==> config.mk <==
export PLATFORM = sky130hd
export DESIGN_NAME = i2s_tdm_transmitter
export DESIGN_NICKNAME = d
export VERILOG_FILES = /design/src/rtl/i2s_pkg.sv /design/src/rtl/i2s_sample_fifo.sv /design/src/rtl/i2s_tdm_transmitter.sv
export SDC_FILE = /design/constraint.sdc
export NUM_CORES = 1
export LEC_CHECK = 0
export ABC_CLOCK_PERIOD_IN_PS = 2800
export BUFFER_PORTS_ARGS = -buffer_cell sky130_fd_sc_hd__buf_2
export CAP_MARGIN = 25
export CORE_UTILIZATION = 54
export DETAILED_ROUTE_END_ITERATION = 7
export PLACE_DENSITY = 0.74
export SLEW_MARGIN = 40
export SYNTH_ARGS = -nofsm -noshare
export SYNTH_HDL_FRONTEND = slang
export SYNTH_SLANG_ARGS = --single-unit
==> constraint.sdc <==
create_clock -name Clock -period 2.8 [get_ports Clock]
set_input_delay 0.56 -clock Clock [delete_from_list [all_inputs] [get_ports Clock]]
set_output_delay 0.56 -clock Clock [all_outputs]
set_load 0.01 [all_outputs]
==> src/rtl/i2s_pkg.sv <==
// Shared types and helpers for the I2S/TDM transmitter.
package i2s_pkg;

   // Framing: standard I2S delays data by one SCLK, left-justified does not
   typedef enum logic {
      I2S_STD = 1'b0,
      I2S_LJ  = 1'b1
   } i2s_mode_t;

   // Serialiser control states
   typedef enum logic {
      ST_IDLE = 1'b0,
      ST_RUN  = 1'b1
   } i2s_state_t;

   // Number of SCLK bits in one full frame
   function automatic int slot_bits(input int channels, input int slot);
      return channels * slot;
   endfunction

endpackage

==> src/rtl/i2s_sample_fifo.sv <==
// Single-clock frame FIFO. Read data is the head entry, valid whenever
// empty_o is low; a pop advances to the next entry on the clock edge.
module i2s_sample_fifo #(
   parameter int DATA_W = 32,
   parameter int DEPTH  = 4
) (
   input  logic                       clk_i,
   input  logic                       rst_ni,
   input  logic                       push_i,
   input  logic [DATA_W-1:0]          data_i,
   input  logic                       pop_i,
   output logic [DATA_W-1:0]          data_o,
   output logic                       full_o,
   output logic                       empty_o,
   output logic [$clog2(DEPTH+1)-1:0] level_o
);

   localparam int AW = (DEPTH > 1) ? $clog2(DEPTH) : 1;
   localparam int LW = $clog2(DEPTH + 1);

   logic [DATA_W-1:0] mem_q [DEPTH];
   logic [AW-1:0]     wr_ptr_q;
   logic [AW-1:0]     rd_ptr_q;
   logic [LW-1:0]     count_q;
   logic              do_push;
   logic              do_pop;

   // A full FIFO refuses pushes even if a pop frees a slot this cycle
   assign full_o  = (count_q == LW'(DEPTH));
   assign empty_o = (count_q == '0);
   assign do_push = push_i & ~full_o;
   assign do_pop  = pop_i & ~empty_o;
   assign data_o  = mem_q[rd_ptr_q];
   assign level_o = count_q;

   // Storage array; no reset so it maps onto plain RAM
   always_ff @(posedge clk_i) begin
      if (do_push) begin
         mem_q[wr_ptr_q] <= data_i;
      end
   end

   // Pointer and occupancy bookkeeping
   always_ff @(posedge clk_i or negedge rst_ni) begin
      if (!rst_ni) begin
         wr_ptr_q <= '0;
         rd_ptr_q <= '0;
         count_q  <= '0;
      end else begin
         if (do_push) begin
            wr_ptr_q <= wr_ptr_q + AW'(1);
         end
         if (do_pop) begin
            rd_ptr_q <= rd_ptr_q + AW'(1);
         end
         case ({do_push, do_pop})
            2'b10:   count_q <= count_q + LW'(1);
            2'b01:   count_q <= count_q - LW'(1);
            default: count_q <= count_q;
         endcase
      end
   end

endmodule

==> src/rtl/i2s_tdm_transmitter.sv <==
// I2S / left-justified / TDM serialiser with on-chip SCLK/LRCLK generation
// and a small frame FIFO in front of the shift register.
module i2s_tdm_transmitter
   import i2s_pkg::*;
#(
   parameter int WIDTH      = 16,
   parameter int SLOT       = 16,
   parameter int CHANNELS   = 2,
   parameter int CLK_DIV    = 2,
   parameter int FIFO_DEPTH = 4,
   parameter int MODE       = 0
) (
   input  logic                            Clock,
   input  logic                            nReset,
   input  logic                            onOff,
   input  logic                            InValid,
   output logic                            InReady,
   input  logic [CHANNELS*WIDTH-1:0]       InData,
   output logic                            SCLK,
   output logic                            LRCLK,
   output logic                            SD,
   output logic                            Underrun,
   output logic [$clog2(FIFO_DEPTH+1)-1:0] Level
);

   localparam int        FRAME_W = slot_bits(CHANNELS, SLOT);
   localparam int        HALF    = FRAME_W / 2;
   localparam int        CNT_W   = $clog2(FRAME_W);
   localparam int        DIV_W   = (CLK_DIV > 1) ? $clog2(CLK_DIV) : 1;
   localparam i2s_mode_t MODE_T  = (MODE == 1) ? I2S_LJ : I2S_STD;
   localparam logic [CNT_W-1:0] CNT_LAST = CNT_W'(FRAME_W - 1);
   localparam logic [DIV_W-1:0] DIV_LAST = DIV_W'(CLK_DIV - 1);

   logic [CHANNELS*WIDTH-1:0] fifo_data;
   logic                      fifo_full;
   logic                      fifo_empty;
   logic [FRAME_W-1:0]        frame_exp;

   i2s_state_t         state_q;
   logic [DIV_W-1:0]   div_q;
   logic [CNT_W-1:0]   cnt_q;
   logic [CNT_W-1:0]   cnt_d;
   logic [FRAME_W-1:0] shreg_q;
   logic [FRAME_W-1:0] shreg_d;
   logic               sclk_q;
   logic               lrclk_q;
   logic               lrclk_d;
   logic               sd_q;
   logic               sd_d;
   logic               underrun_q;
   logic               fall_tick;
   logic               frame_start;
   logic               pop;

   i2s_sample_fifo #(
      .DATA_W (CHANNELS * WIDTH),
      .DEPTH  (FIFO_DEPTH)
   ) u_fifo (
      .clk_i   (Clock),
      .rst_ni  (nReset),
      .push_i  (InValid),
      .data_i  (InData),
      .pop_i   (pop),
      .data_o  (fifo_data),
      .full_o  (fifo_full),
      .empty_o (fifo_empty),
      .level_o (Level)
   );

   // Left-align each channel's sample in its slot and zero the padding
   for (genvar gi = 0; gi < CHANNELS; gi++) begin : g_slot
      assign frame_exp[FRAME_W-1-gi*SLOT -: SLOT] =
         SLOT'(fifo_data[CHANNELS*WIDTH-1-gi*WIDTH -: WIDTH]) << (SLOT - WIDTH);
   end

   // Next bit position, shift-register contents and pin values at a fall_tick
   always_comb begin
      fall_tick = 1'b0;
      cnt_d     = '0;
      if (state_q == ST_IDLE) begin
         // The very first edge of a run acts as a falling SCLK edge
         fall_tick = onOff;
      end else begin
         fall_tick = onOff & sclk_q & (div_q == DIV_LAST);
         if (cnt_q != CNT_LAST) begin
            cnt_d = cnt_q + 1'b1;
         end
      end
      frame_start = fall_tick & (cnt_d == '0);
      pop         = frame_start & ~fifo_empty;
      if (cnt_d == '0) begin
         shreg_d = fifo_empty ? '0 : frame_exp;
      end else begin
         shreg_d = shreg_q << 1;
      end
      // Standard I2S emits the bit presented one SCLK earlier
      sd_d    = (MODE_T == I2S_LJ) ? shreg_d[FRAME_W-1] : shreg_q[FRAME_W-1];
      lrclk_d = (cnt_d >= CNT_W'(HALF));
   end

   // Control FSM, clock divider, bit counter and registered pin drivers
   always_ff @(posedge Clock or negedge nReset) begin
      if (!nReset) begin
         state_q    <= ST_IDLE;
         div_q      <= '0;
         cnt_q      <= '0;
         shreg_q    <= '0;
         sclk_q     <= 1'b0;
         lrclk_q    <= 1'b0;
         sd_q       <= 1'b0;
         underrun_q <= 1'b0;
      end else begin
         underrun_q <= 1'b0;
         if (state_q == ST_RUN && !onOff) begin
            // Abandon the frame in flight; queued frames stay in the FIFO
            state_q <= ST_IDLE;
            div_q   <= '0;
            cnt_q   <= '0;
            shreg_q <= '0;
            sclk_q  <= 1'b0;
            lrclk_q <= 1'b0;
            sd_q    <= 1'b0;
         end else if (fall_tick) begin
            state_q    <= ST_RUN;
            div_q      <= '0;
            sclk_q     <= 1'b0;
            cnt_q      <= cnt_d;
            shreg_q    <= shreg_d;
            lrclk_q    <= lrclk_d;
            sd_q       <= sd_d;
            underrun_q <= frame_start & fifo_empty;
         end else if (state_q == ST_RUN) begin
            if (div_q == DIV_LAST) begin
               sclk_q <= ~sclk_q;
               div_q  <= '0;
            end else begin
               div_q <= div_q + 1'b1;
            end
         end
      end
   end

   assign InReady  = ~fifo_full;
   assign SCLK     = sclk_q;
   assign LRCLK    = lrclk_q;
   assign SD       = sd_q;
   assign Underrun = underrun_q;

endmodule

==> results.tsv <==
metric	value	unit
cell mode on critical path	xor2_1	
Final WS setup	0.1156	ns
Slew @ Worst Pin	0.6672	ns
TritonCTS clock tree	done	
fin crit period	2.684	ns
Worst EP required	3.14	ns
Fmax	372.5	MHz
hold slack	0.1372	ns
CTS sink cnt	178	
CTS Buf Count	17	
CP max-delay cell	dfrtp_1	
RD Place Congestion	0.8807	
hold_buf cts	0	
CP Capture Type	flop	
Core Footprint	0.01324	mm^2
top post-synthesis cells by area	edfxtp_1, dfrtp_1, mux4_2	
GRT Residual Overflow	0	
synthesized area	0.007342	mm^2
share of layout cells above drive strength 1	0.3255	
Max Root-Sink Buffers	2	
Max-Cap Viols	0	
first-pass GRT wire length	20480	um
top_reg_cell synth	edfxtp_1	
antenna-violating nets left	0	
crit path kind	flop to flop	
Routed WL per cell	18.27	um
Clock transition at path regs	0.07	ns
Place WS	0.1022	ns
Slew HR	0.5552	
routed wire length	12530	um
GRT Resource Usage Total	0.1963	
DP Wirelength	7304	um
Rows	42	
initial core utilization	0.5544	
YS warnings	0	
nets@finish	541	
CP Launch Point	cnt_q[0]	
Yosys cell types	39	
Top Ports	44	
design area	0.008417	mm^2
worst-skew pair later-pin latency	0.42	ns
count leader, synth	edfxtp_1	
largest area contributor in the netlist	edfxtp_1	
Leak Pwr	3.192	nW
DR pass1 iterations	5	
ys async rst share	0.2809	
synth-to-layout area growth	14.64	%
initial DRC count	200	
Synth top area share	0.5235	
number of hold violations in the final report	0	
Post-Syn Instances	438	
DRC Markers	0	
top cells by count, synth	edfxtp_1, inv_1, dfrtp_1	
Reg area	0.005096	mm^2
Vias per Instance	5.574	
startpoint types	flop	
#FFs+latches synth	178	
die width	118.6	um
Seq/Total Area, Yosys	0.6939	
reg-to-reg startpoint	cnt_q[0]	
vias in the first global route	4006	
PD cells	951.9	mW/mm^2
Die Height	118.6	um
vias post-DR	3824	
IO Port Bufs	43	
DIE AREA	0.01407	mm^2
crit path cell chain	ha_2, and3_4, ha_4, and3b_1, mux2i_4, nand4_4, inv_2, ha_1, inv_1, fa_1, xor2_1, nor2_1, xor2_1	
Post-DP Area	0.007792	mm^2
Mean Syn Cell Area	16.76	um^2
Root Buffer	clkbuf_16	
crit-path max cell delay	0.41	ns
post-layout util	0.6356	
multi-input logic area	0.001909	mm^2
HP Class	primary input to asynchronous set/reset pin	
n_diodes	0	
outcome	finished, final reports clean	
VDD IR max	0.5977	mV
syn nets	482	
largest net degree at the start of global routing	34	
# setup viols final	0	
Largest delay share family, worst path	adder cells	
initial antenna violation count	0	
crit share post-route	0.9587	
fillcell total	963	
Post-synth EDFFs	128	
worst path bufs/invs	2	
H-tree depth	4	
CP arrival	3.03	ns
Max Slew Vio Count	0	
worst-path maximum fanout	5	
skew final	0.007224	ns
state kept, by name (all words and copies together), names as in the netlist:
signal	cells
u_fifo.mem_q	128
u_fifo.wr_ptr_q	2
u_fifo.level_o	3
Underrun	1
SD	1
shreg_q	32
SCLK	1
u_fifo.rd_ptr_q	2
LRCLK	1
state_q	1
div_q	1
cnt_q	5
worst paths after layout:
kind                                       to  slack (ns)  depth (start not counted)
setup / recovery            u_fifo.level_o[2]        0.12                         13
hold / removal                    shreg_q[26]        0.14                          1
setup reg to reg            u_fifo.level_o[2]        0.12                         13
hold reg to reg                    shreg_q[4]        0.49                          2
max in group asynchronous  u_fifo.rd_ptr_q[0]        2.03                          2
min in group Clock                    state_q        0.31                          1
per-layer routing:
layer  part of all wire  vias up  GRT usage  wire length (um)
li1                   -     1742          -                 -
met1               0.43     1984     0.2489              5413
met2               0.52       77     0.3253              6455
met3              0.031       21    0.04392               384
met4              0.022        0    0.08703               278
met5                  0        -          0                 0
stage by stage:
step                      power (mW)   TNS, ns  std cells
after floorplan                5.255         0        438
after global placement         5.713         0        650
after detailed placement       5.793         0        650
after CTS                      8.101         0        682
after global routing           8.419  -0.01874        686
final                          8.012         0        686
layout make-up:
class,instances,share of cell area
clock buffers,17,0.05054
flip-flops and latches,178,0.6055
repair buffers,58,0.04043
well taps,176,0.02616
inverters,71,0.03166
multi-input cells,171,0.2268
clock inverters,15,0.01888
cell usage in the layout, fill, tap and decap left out, drive strengths merged, types with 2 or more instances in the layout:
cell type  count
mux4          32
o31ai          2
nor2           4
inv           74
nor3           3
clkinv         4
xor2           3
and3           6
clkinvlp       6
mux2i          4
xnor2          5
nand4          2
edfxtp       128
ha             7
nand2         43
bufinv         2
o21ai          7
nand2b         4
o221ai        31
dfrtp         50
buf           58
nand3          5
a21oi          3
clkbuf        17
logic make-up after synthesis:
kind of cell,synth area share
DFF,0.6939
buffers and inverters,0.05146
and+or+nand+nor,0.04635
AOI/OAI and AO/OA,0.07720
muxes,0.1069
xor gates and xnor gates,0.009544
adders and majority gates,0.01466
where the power goes:
group / total [mW] / internal (mW) / switching, mW / leakage, nW
combinational: 1.99 / 0.887 / 1.10 / 1.10
sequential: 3.73 / 3.47 / 0.257 / 1.83
clock: 2.30 / 1.32 / 0.979 / 0.268
total: 8.01 / 5.68 / 2.34 / 3.19
timing repair:
action | CTS | global route
setup endpoints to repair | 0 | 1
resized for setup | 0 | 3
hold endpoints to repair | 0 | 0
buffers inserted | 0 | 4
(Power assumes the default switching activity.)
